===== config.mk =====
export PLATFORM = sky130hd
export DESIGN_NAME = pq_request_sequencer
export DESIGN_NICKNAME = d
export VERILOG_FILES = /design/src/rtl/pq_seq_pkg.sv /design/src/rtl/pq_settle_timer.sv /design/src/rtl/pq_request_sequencer.sv
export SDC_FILE = /design/constraint.sdc
export NUM_CORES = 1
export LEC_CHECK = 0
export CAP_MARGIN = 30
export CORE_ASPECT_RATIO = 0.6
export CORE_MARGIN = 1
export CORE_UTILIZATION = 27
export CTS_CLUSTER_SIZE = 25
export DETAILED_ROUTE_END_ITERATION = 16
export PLACE_DENSITY_LB_ADDON = 0.25
export SLEW_MARGIN = 30
export SYNTH_ARGS = -nofsm -noshare
export SYNTH_HDL_FRONTEND = slang
export SYNTH_SLANG_ARGS = --single-unit
export TNS_END_PERCENT = 1

===== constraint.sdc =====
create_clock -name i_CLK -period 1.7 [get_ports i_CLK]
set_clock_uncertainty 0.15 [all_clocks]
set_input_delay 0.255 -clock i_CLK [delete_from_list [all_inputs] [get_ports i_CLK]]
set_output_delay 0.255 -clock i_CLK [all_outputs]
set_load 0.005 [all_outputs]

===== src/rtl/pq_seq_pkg.sv =====
// Shared types and defaults for the priority-queue request sequencer.
package pq_seq_pkg;

  typedef enum logic [1:0] {
    OP_NOP = 2'd0,
    OP_ENQ = 2'd1,
    OP_DEQ = 2'd2,
    OP_REP = 2'd3
  } op_e;

  typedef enum logic [1:0] {
    ST_OK    = 2'd0,
    ST_FULL  = 2'd1,
    ST_EMPTY = 2'd2,
    ST_UNSUP = 2'd3
  } status_e;

  typedef enum logic [1:0] {
    S_IDLE   = 2'd0,
    S_ISSUE  = 2'd1,
    S_SETTLE = 2'd2,
    S_RESP   = 2'd3
  } state_e;

  localparam int DEF_QUEUE_SIZE = 64;
  localparam int DEF_DATA_WIDTH = 16;
  localparam int DEF_ENQ_WAIT   = DEF_QUEUE_SIZE / 2;
  localparam int DEF_OP_WAIT    = 2;

  // Settle-timer width: wide enough for the longer of the two waits, never zero.
  function automatic int timer_width(input int enq_wait, input int op_wait);
    int longest;
    longest = (enq_wait > op_wait) ? enq_wait : op_wait;
    return (longest < 1) ? 1 : $clog2(longest + 1);
  endfunction

endpackage


===== src/rtl/pq_settle_timer.sv =====
// Loadable down-counter that paces the queue's settle window.
// 'last' is high while the count is at 1 (or idle at 0), i.e. the next edge
// brings the count to zero and the window is over.
module pq_settle_timer #(
  parameter int WIDTH = 6
) (
  input  logic             clk,
  input  logic             rst,
  input  logic             load,
  input  logic [WIDTH-1:0] load_value,
  output logic             last
);

  logic [WIDTH-1:0] count;

  // Load on request, otherwise count down and rest at zero.
  always_ff @(posedge clk or posedge rst) begin
    if (rst) begin
      count <= '0;
    end else if (load) begin
      count <= load_value;
    end else if (count != '0) begin
      count <= count - 1'b1;
    end
  end

  assign last = (count <= WIDTH'(1));

endmodule


===== src/rtl/pq_request_sequencer.sv =====
// Valid/ready front-end for register_array_cycled: turns one request at a
// time into single-cycle queue strobes, waits out the queue's settle time,
// then returns popped data and a status code.
// Optional build macro PQ_SEQ_STATS_EN adds three 32-bit wrapping counters
// (strobed enqueues, strobed dequeues/replaces, rejected requests).
module pq_request_sequencer
  import pq_seq_pkg::*;
#(
  parameter int   QUEUE_SIZE = DEF_QUEUE_SIZE,
  parameter int   DATA_WIDTH = DEF_DATA_WIDTH,
  parameter logic ENQ_ENA    = 1'b1,
  parameter int   ENQ_WAIT   = QUEUE_SIZE / 2,
  parameter int   OP_WAIT    = DEF_OP_WAIT
) (
  input  logic                  i_CLK,
  input  logic                  i_RST,
  input  logic                  i_req_valid,
  output logic                  o_req_ready,
  input  logic [1:0]            i_req_op,
  input  logic [DATA_WIDTH-1:0] i_req_data,
  output logic                  o_rsp_valid,
  input  logic                  i_rsp_ready,
  output logic [DATA_WIDTH-1:0] o_rsp_data,
  output logic [1:0]            o_rsp_status,
  output logic                  o_pq_wrt,
  output logic                  o_pq_read,
  output logic [DATA_WIDTH-1:0] o_pq_data,
  input  logic                  i_pq_full,
  input  logic                  i_pq_empty,
  input  logic [DATA_WIDTH-1:0] i_pq_data
`ifdef PQ_SEQ_STATS_EN
  ,
  output logic [31:0]           o_stat_enq,
  output logic [31:0]           o_stat_deq,
  output logic [31:0]           o_stat_rej
`endif
);

  localparam int TW = timer_width(ENQ_WAIT, OP_WAIT);

  state_e                state;
  state_e                state_next;
  op_e                   op_q;
  logic [DATA_WIDTH-1:0] data_q;
  logic [DATA_WIDTH-1:0] rsp_data_q;
  status_e               status_q;

  logic                  accept;
  logic                  timer_load;
  logic [TW-1:0]         timer_value;
  logic                  timer_last;
  status_e               issue_status;
  logic                  capture_top;

  assign accept       = o_req_ready & i_req_valid;
  assign o_pq_data    = data_q;
  assign o_rsp_data   = rsp_data_q;
  assign o_rsp_status = status_q;

  pq_settle_timer #(
    .WIDTH(TW)
  ) u_timer (
    .clk       (i_CLK),
    .rst       (i_RST),
    .load      (timer_load),
    .load_value(timer_value),
    .last      (timer_last)
  );

  // FSM state register.
  always_ff @(posedge i_CLK or posedge i_RST) begin
    // NOTE: state elements use non-blocking assignments so every flop samples
    // pre-edge values regardless of block evaluation order.
    if (i_RST) begin
      state <= S_IDLE;
    end else begin
      state <= state_next;
    end
  end

  // Next-state decode, issue decision and handshake/strobe outputs.
  always_comb begin
    // NOTE: every signal written here gets a default first, so no path can
    // leave one unassigned and infer a latch.
    state_next   = state;
    o_req_ready  = 1'b0;
    o_rsp_valid  = 1'b0;
    o_pq_wrt     = 1'b0;
    o_pq_read    = 1'b0;
    timer_load   = 1'b0;
    timer_value  = '0;
    issue_status = ST_OK;
    capture_top  = 1'b0;

    unique case (state)
      S_IDLE: begin
        // Held low while reset is asserted so every output reads 0 in reset.
        o_req_ready = !i_RST;
        if (i_req_valid) state_next = S_ISSUE;
      end

      S_ISSUE: begin
        state_next = S_RESP;
        unique case (op_q)
          OP_ENQ: begin
            if (!ENQ_ENA) begin
              issue_status = ST_UNSUP;
            end else if (i_pq_full) begin
              issue_status = ST_FULL;
            end else begin
              o_pq_wrt    = 1'b1;
              timer_load  = 1'b1;
              timer_value = TW'(ENQ_WAIT);
              state_next  = (ENQ_WAIT == 0) ? S_RESP : S_SETTLE;
            end
          end
          OP_DEQ: begin
            if (i_pq_empty) begin
              issue_status = ST_EMPTY;
            end else begin
              o_pq_read   = 1'b1;
              capture_top = 1'b1;
              timer_load  = 1'b1;
              timer_value = TW'(OP_WAIT);
              state_next  = (OP_WAIT == 0) ? S_RESP : S_SETTLE;
            end
          end
          OP_REP: begin
            // An empty queue treats the pair as a plain push; nothing to return.
            o_pq_wrt    = 1'b1;
            o_pq_read   = 1'b1;
            capture_top = !i_pq_empty;
            timer_load  = 1'b1;
            timer_value = TW'(OP_WAIT);
            state_next  = (OP_WAIT == 0) ? S_RESP : S_SETTLE;
          end
          OP_NOP: begin
            issue_status = ST_OK;
          end
        endcase
      end

      S_SETTLE: begin
        if (timer_last) state_next = S_RESP;
      end

      S_RESP: begin
        o_rsp_valid = 1'b1;
        if (i_rsp_ready) state_next = S_IDLE;
      end
    endcase
  end

  // Request capture on accept; response data/status resolved in ISSUE.
  always_ff @(posedge i_CLK or posedge i_RST) begin
    if (i_RST) begin
      op_q       <= OP_NOP;
      data_q     <= '0;
      rsp_data_q <= '0;
      status_q   <= ST_OK;
    end else if (accept) begin
      op_q   <= op_e'(i_req_op);
      data_q <= i_req_data;
    end else if (state == S_ISSUE) begin
      status_q   <= issue_status;
      rsp_data_q <= capture_top ? i_pq_data : '0;
    end
  end

`ifdef PQ_SEQ_STATS_EN
  // Activity counters, bumped once per resolved ISSUE cycle.
  always_ff @(posedge i_CLK or posedge i_RST) begin
    if (i_RST) begin
      o_stat_enq <= '0;
      o_stat_deq <= '0;
      o_stat_rej <= '0;
    end else if (state == S_ISSUE) begin
      if (o_pq_wrt && !o_pq_read) o_stat_enq <= o_stat_enq + 32'd1;
      if (o_pq_read)              o_stat_deq <= o_stat_deq + 32'd1;
      if (issue_status != ST_OK)  o_stat_rej <= o_stat_rej + 32'd1;
    end
  end
`endif

endmodule


# Word-level counts from Yosys, hierarchy flattened
# Cells that the tools add are included.
# op_classes
bitwise_logic	2
addsub	1
reduce_logical	7
n_eq_ne	9
magnitude_cmp	1
n_mux	29
# ops
cell	count
$mux W6	4
$pmux W6 S3	1
$mux W16	1
$mux W1	11
$mux W2	5
$eq A2 B2 Y1 const B	4
$pmux W2 S4	1
$le A6 B1 Y1 const B	1
$ne A2 B2 Y1 const B	3
$pmux W1 S2	3
$pmux W1 S3	2
$reduce_bool A6 Y1	1
$sub A6 B1 Y6 const B	1
$eq A2 B1 Y1 const B	2
$pmux W2 S2	1
$reduce_and A3 Y1	1
$logic_not A1 Y1	2
$logic_not A2 Y1	1
$reduce_and A2 Y1	1
$reduce_bool A2 Y1	1
$and A1 B1 Y1	1
$not A1 Y1	1
# word_totals
out_inout_bits	38
word_cells	55
ff_bits	44

# Logic depth before layout (Yosys ltp)
# Gate-level depths: netlist of run 1.
# logic_depth
depth_word	5
ltp_mapped	7
ltp_nobuf	6

# Modules after synthesis
# From an unflattened synthesis of run 1, not the netlist that was laid out.
# unflattened
cells_unflattened	162
area_unflattened_um2	2085.8
# modules_own_cells
module	instances	area_each_um2	seq_area_each_um2	cells_per_inst
pq_request_sequencer	1	1676.6	950.9	121
pq_settle_timer	1	409.1	150.1	41

# Worst setup path after synthesis of run 1
# Ideal clock, no wire load.
# synth_path
path_type	register to output
from	reg state[1]
to	out o_pq_read
slack_ns	-0.122
arrival_ns	1.417
stages_incl_launch_ff	6
n_path_buf	1
required_time_ns	1.295
cell_sequence	dfrtp_1 > inv_1 > ha_1 > nor3b_2 > buf_2 > a21o_1
# synth_between
elab_chain_cells	2
# synth_rtl
item	line	rtl
start: declaration	pq_request_sequencer.sv:41	state_e state;
start signal: assignment	pq_request_sequencer.sv:77	state <= state_next;
$eq A2 B1 Y1	pq_request_sequencer.sv:95	unique case (state)
$mux W1	pq_request_sequencer.sv:95	
end: declaration	pq_request_sequencer.sv:26	output logic o_pq_read,
# No other way between the ends.

# Worst setup path after layout of run 1
# layout_path
from	reg state[0]
to	out o_pq_read
# The elaborated chain is that of the path after synthesis.

==> results.yml, run 1 <==
worst_setup_path:
  cpPeakStageDelay_ns: 0.44
  slowest_stage: "dfrtp_2"
  worst_ep_required_time_ns: 1.29
  worstSetupPathType: "flip-flop to output pin"
  crit_buf_inv: 2
  path_cells: "buf_6 -> ha_4 -> nor3b_4 -> a21o_1 -> buf_2"
  r2r_start: "state[0]"
  r2r-end: "state[1]"
  path_delay_family: "flip-flops"
  reg2reg_depth: 7
  crit_arrival_ns: 1.41
  worstSetupEndpointType: "output pin"
  worst_setup_path_start_kind: "flip-flop"
  crit_fanout: 3
  reg2reg_slack_ns: -0.07
global_route:
  antenna_found_initial: 0
  gr-total-overflow: 0
  grt.total_usage_pct: 13.36
  grt_max_degree: 31
  grt_pass1_wl_mm: 8.300
  grt_pass1_vias: 1736
cts:
  clkTransAtPathRegs_ns: 0.06
  clock-sinks: 44
  cts_buffers: 5
  ctsHtreeMaxLevel: 2
  clock_latency_ns: 0.28
  cts_tree: "yes"
  cts_root_buf: "clkbuf_16"
  cts_buffer_depth: 2
detailed_routing:
  wire_per_inst_um: 12.41
  avgViaCountPerCell: 4.123
  ant_nets: 0
  drt-total-wl_mm: 4.951
  num_vias: 1645
  drt_iter0_markers: 63
  first_pass_iters: 10
  drc: 1
layout:
  drive_gt1_share_pct: 32.20
  final_nets: 346
  final_cell_count_no_fill: 399
  insertedDiodeCount: 0
  area_growth_pct: 68.54
synthesis:
  syn-cell-area_mm2: 0.002048
  ys_warn_count: 0
  synth-seq-cells: 44
  synth.largest_area_cell: "dfrtp_1"
  synthTopCellsByCount: "44 x dfrtp_1, 27 x inv_1, 18 x o21ai_0"
  synthCells: 183
  ys.flop_type: "dfrtp_1"
  synth_top_area_share_pct: 53.76
  synth-edff-count: 0
  synth-async-reset-ratio_pct: 100.0
  synth.most_common_cell: "dfrtp_1"
  syn_nets: 234
  synth_cell_type_count: 36
  syn_area_per_cell_um2: 11.19
  yosysSeqAreaShare_pct: 53.76
  synthTopCellsByArea: "dfrtp_1 54%, mux2_2 8.2%, ha_1 6.7%"
floorplanning:
  num_rows: 24
  fp.coreArea_mm2: 0.007297
  dieArea_mm2: 0.007950
  design.portCount: 78
  initial_core_util_pct: 28.07
  fp.dieW_um: 114.4
  die_h_um: 69.47
place:
  dp_cells: 388
  hpwl_mm: 3.667
  place_congestion: 0.7545
  io_buffers: 77
  dp_slack_ns: -0.2483
run:
  maxCapViolations: 0
timing:
  min_period_ns: 1.815
  worstMarginPinSlew_ns: 0.2822
  slew_viol_final: 0
  setup_viol: 5
  fin_ws_ns: -0.1153
  fmax_mhz: 550.9
  finalCritPeriodShare_pct: 106.8
  rsz0062_at_grt: "yes"
  maxSlewHeadroom_pct: 81.17
  hold_viol_final: 0
min_path:
  hold_depth: 1
  hp-class: "flip-flop to flip-flop"
  hold_path_end: "o_pq_data[1]"
  hp-start: "o_pq_data[1]"
power_and_ir_drop:
  p_leak_nw: 1.508
  fin_total_pwr_mw: 5.952
  p_per_area_mw_per_mm2: 1724
  ir_worst_vdd_v: 0.0007361
outcome:
  failed_checks: "design-rule violations, negative setup slack"
  status: "complete, but fails checks"
## report_power, final
part           internal, mW  switching [mW]
clock                 0.533           0.380
sequential             1.57           0.333
combinational          1.93            1.21
total                  4.03            1.92
## placed cells by master, fill, tap and decap left out, types with 3 or more instances in the layout
master	count
and2b_2	3
buf_4	26
buf_6	5
clkbuf_16	5
clkdlybuf4s50_1	73
dfrtp_1	41
dfrtp_2	3
ha_1	4
ha_4	5
inv_1	21
inv_2	6
mux2_1	4
mux2_2	15
nand2_1	17
nor2_1	7
o21ai_0	18
o21ai_2	3
## kinds of logic (layout without fill, tap and decap cells)
| logic type | Yosys count | in the layout | share of synthesized area (%) |
|---|---|---|---|
| fa+ha+maj | 11 | 11 | 6.720 |
| buf+inv | 31 | 143 | 5.804 |
| mux | 23 | 23 | 12.71 |
| compound gates | 32 | 32 | 9.713 |
| xor+xnor | 1 | 1 | 0.4277 |
| simple gates | 41 | 41 | 10.87 |
| flops | 44 | 44 | 53.76 |
## per-stage QoR
step                      utilization [%]  hold WS (ns)  area, um2   TNS [ns]
after floorplan                         -        0.2218       2071  -0.005758
after global placement              43.42        0.3249       3168     -1.821
after detailed placement            43.42        0.3309       3168     -2.214
after CTS                           46.57        0.3444       3398     -1.117
after global routing                47.31        0.3511       3452     -1.988
final                               47.31        0.3374       3452    -0.3674
## worst max-delay path by stage
| stage | end | start | slack, ns | cells past startpoint |
|---|---|---|---|---|
| after floorplan | o_pq_read | state[1] | -0.006 | 5 |
| after global placement | o_pq_wrt | i_pq_full | -0.24 | 4 |
| after detailed placement | o_pq_wrt | i_pq_full | -0.25 | 4 |
| after CTS | o_pq_wrt | op_q[1] | -0.15 | 5 |
| after global routing | o_pq_read | state[0] | -0.16 | 5 |
| final | o_pq_read | state[0] | -0.12 | 5 |
## sequential cells by signal (all words and copies together) (netlist names)
signal         flops
o_pq_data         16
o_rsp_data        16
u_timer.count      6
o_rsp_status       2
op_q               2
state              2
## layout make-up
| class | count | area, um2 |
|---|---|---|
| well taps | 104 | 130.1 |
| multi-input cells | 108 | 949.7 |
| repair buffers | 109 | 1028 |
| clock buffers | 5 | 125.1 |
| flip-flops and latches | 44 | 1105 |
| inverters | 27 | 101.3 |
| fillers | 693 | 3845 |
| clock inverters | 2 | 12.51 |
## timing repair
item | CTS | global route
setup buffers | 3 | 1
hold buffers | 0 | 0
resized for setup | 31 | 18
pin swaps | 6 | 1
endpoints found under the hold margin | 0 | 0
endpoints found under the setup margin | 29 | 30
## metal layers
layer  GRT usage [%]  vias up  wire length [um]
li1                -      821                 -
met1           18.98      774              2599
met2           18.99       48              1928
met3           5.507        2               405
met4           2.597        0                17
met5               0        -                 0
## worst reg2reg max path, stage by stage (launching register included)
cell     delay [ns]
dfrtp_2        0.44
buf_6          0.13
buf_4          0.13
ha_4           0.16
inv_2          0.05
o22ai_2        0.09
a21oi_2        0.19
mux2_4         0.33
No activity file was read; power rests on OpenSTA's default activity.
==> inputs of run 2 (changes only) <==
SLEW_MARGIN = not set   (was 30)
==> results of run 2 <==
Same layout as run 1: the final DEF is identical, and so are final timing and power.
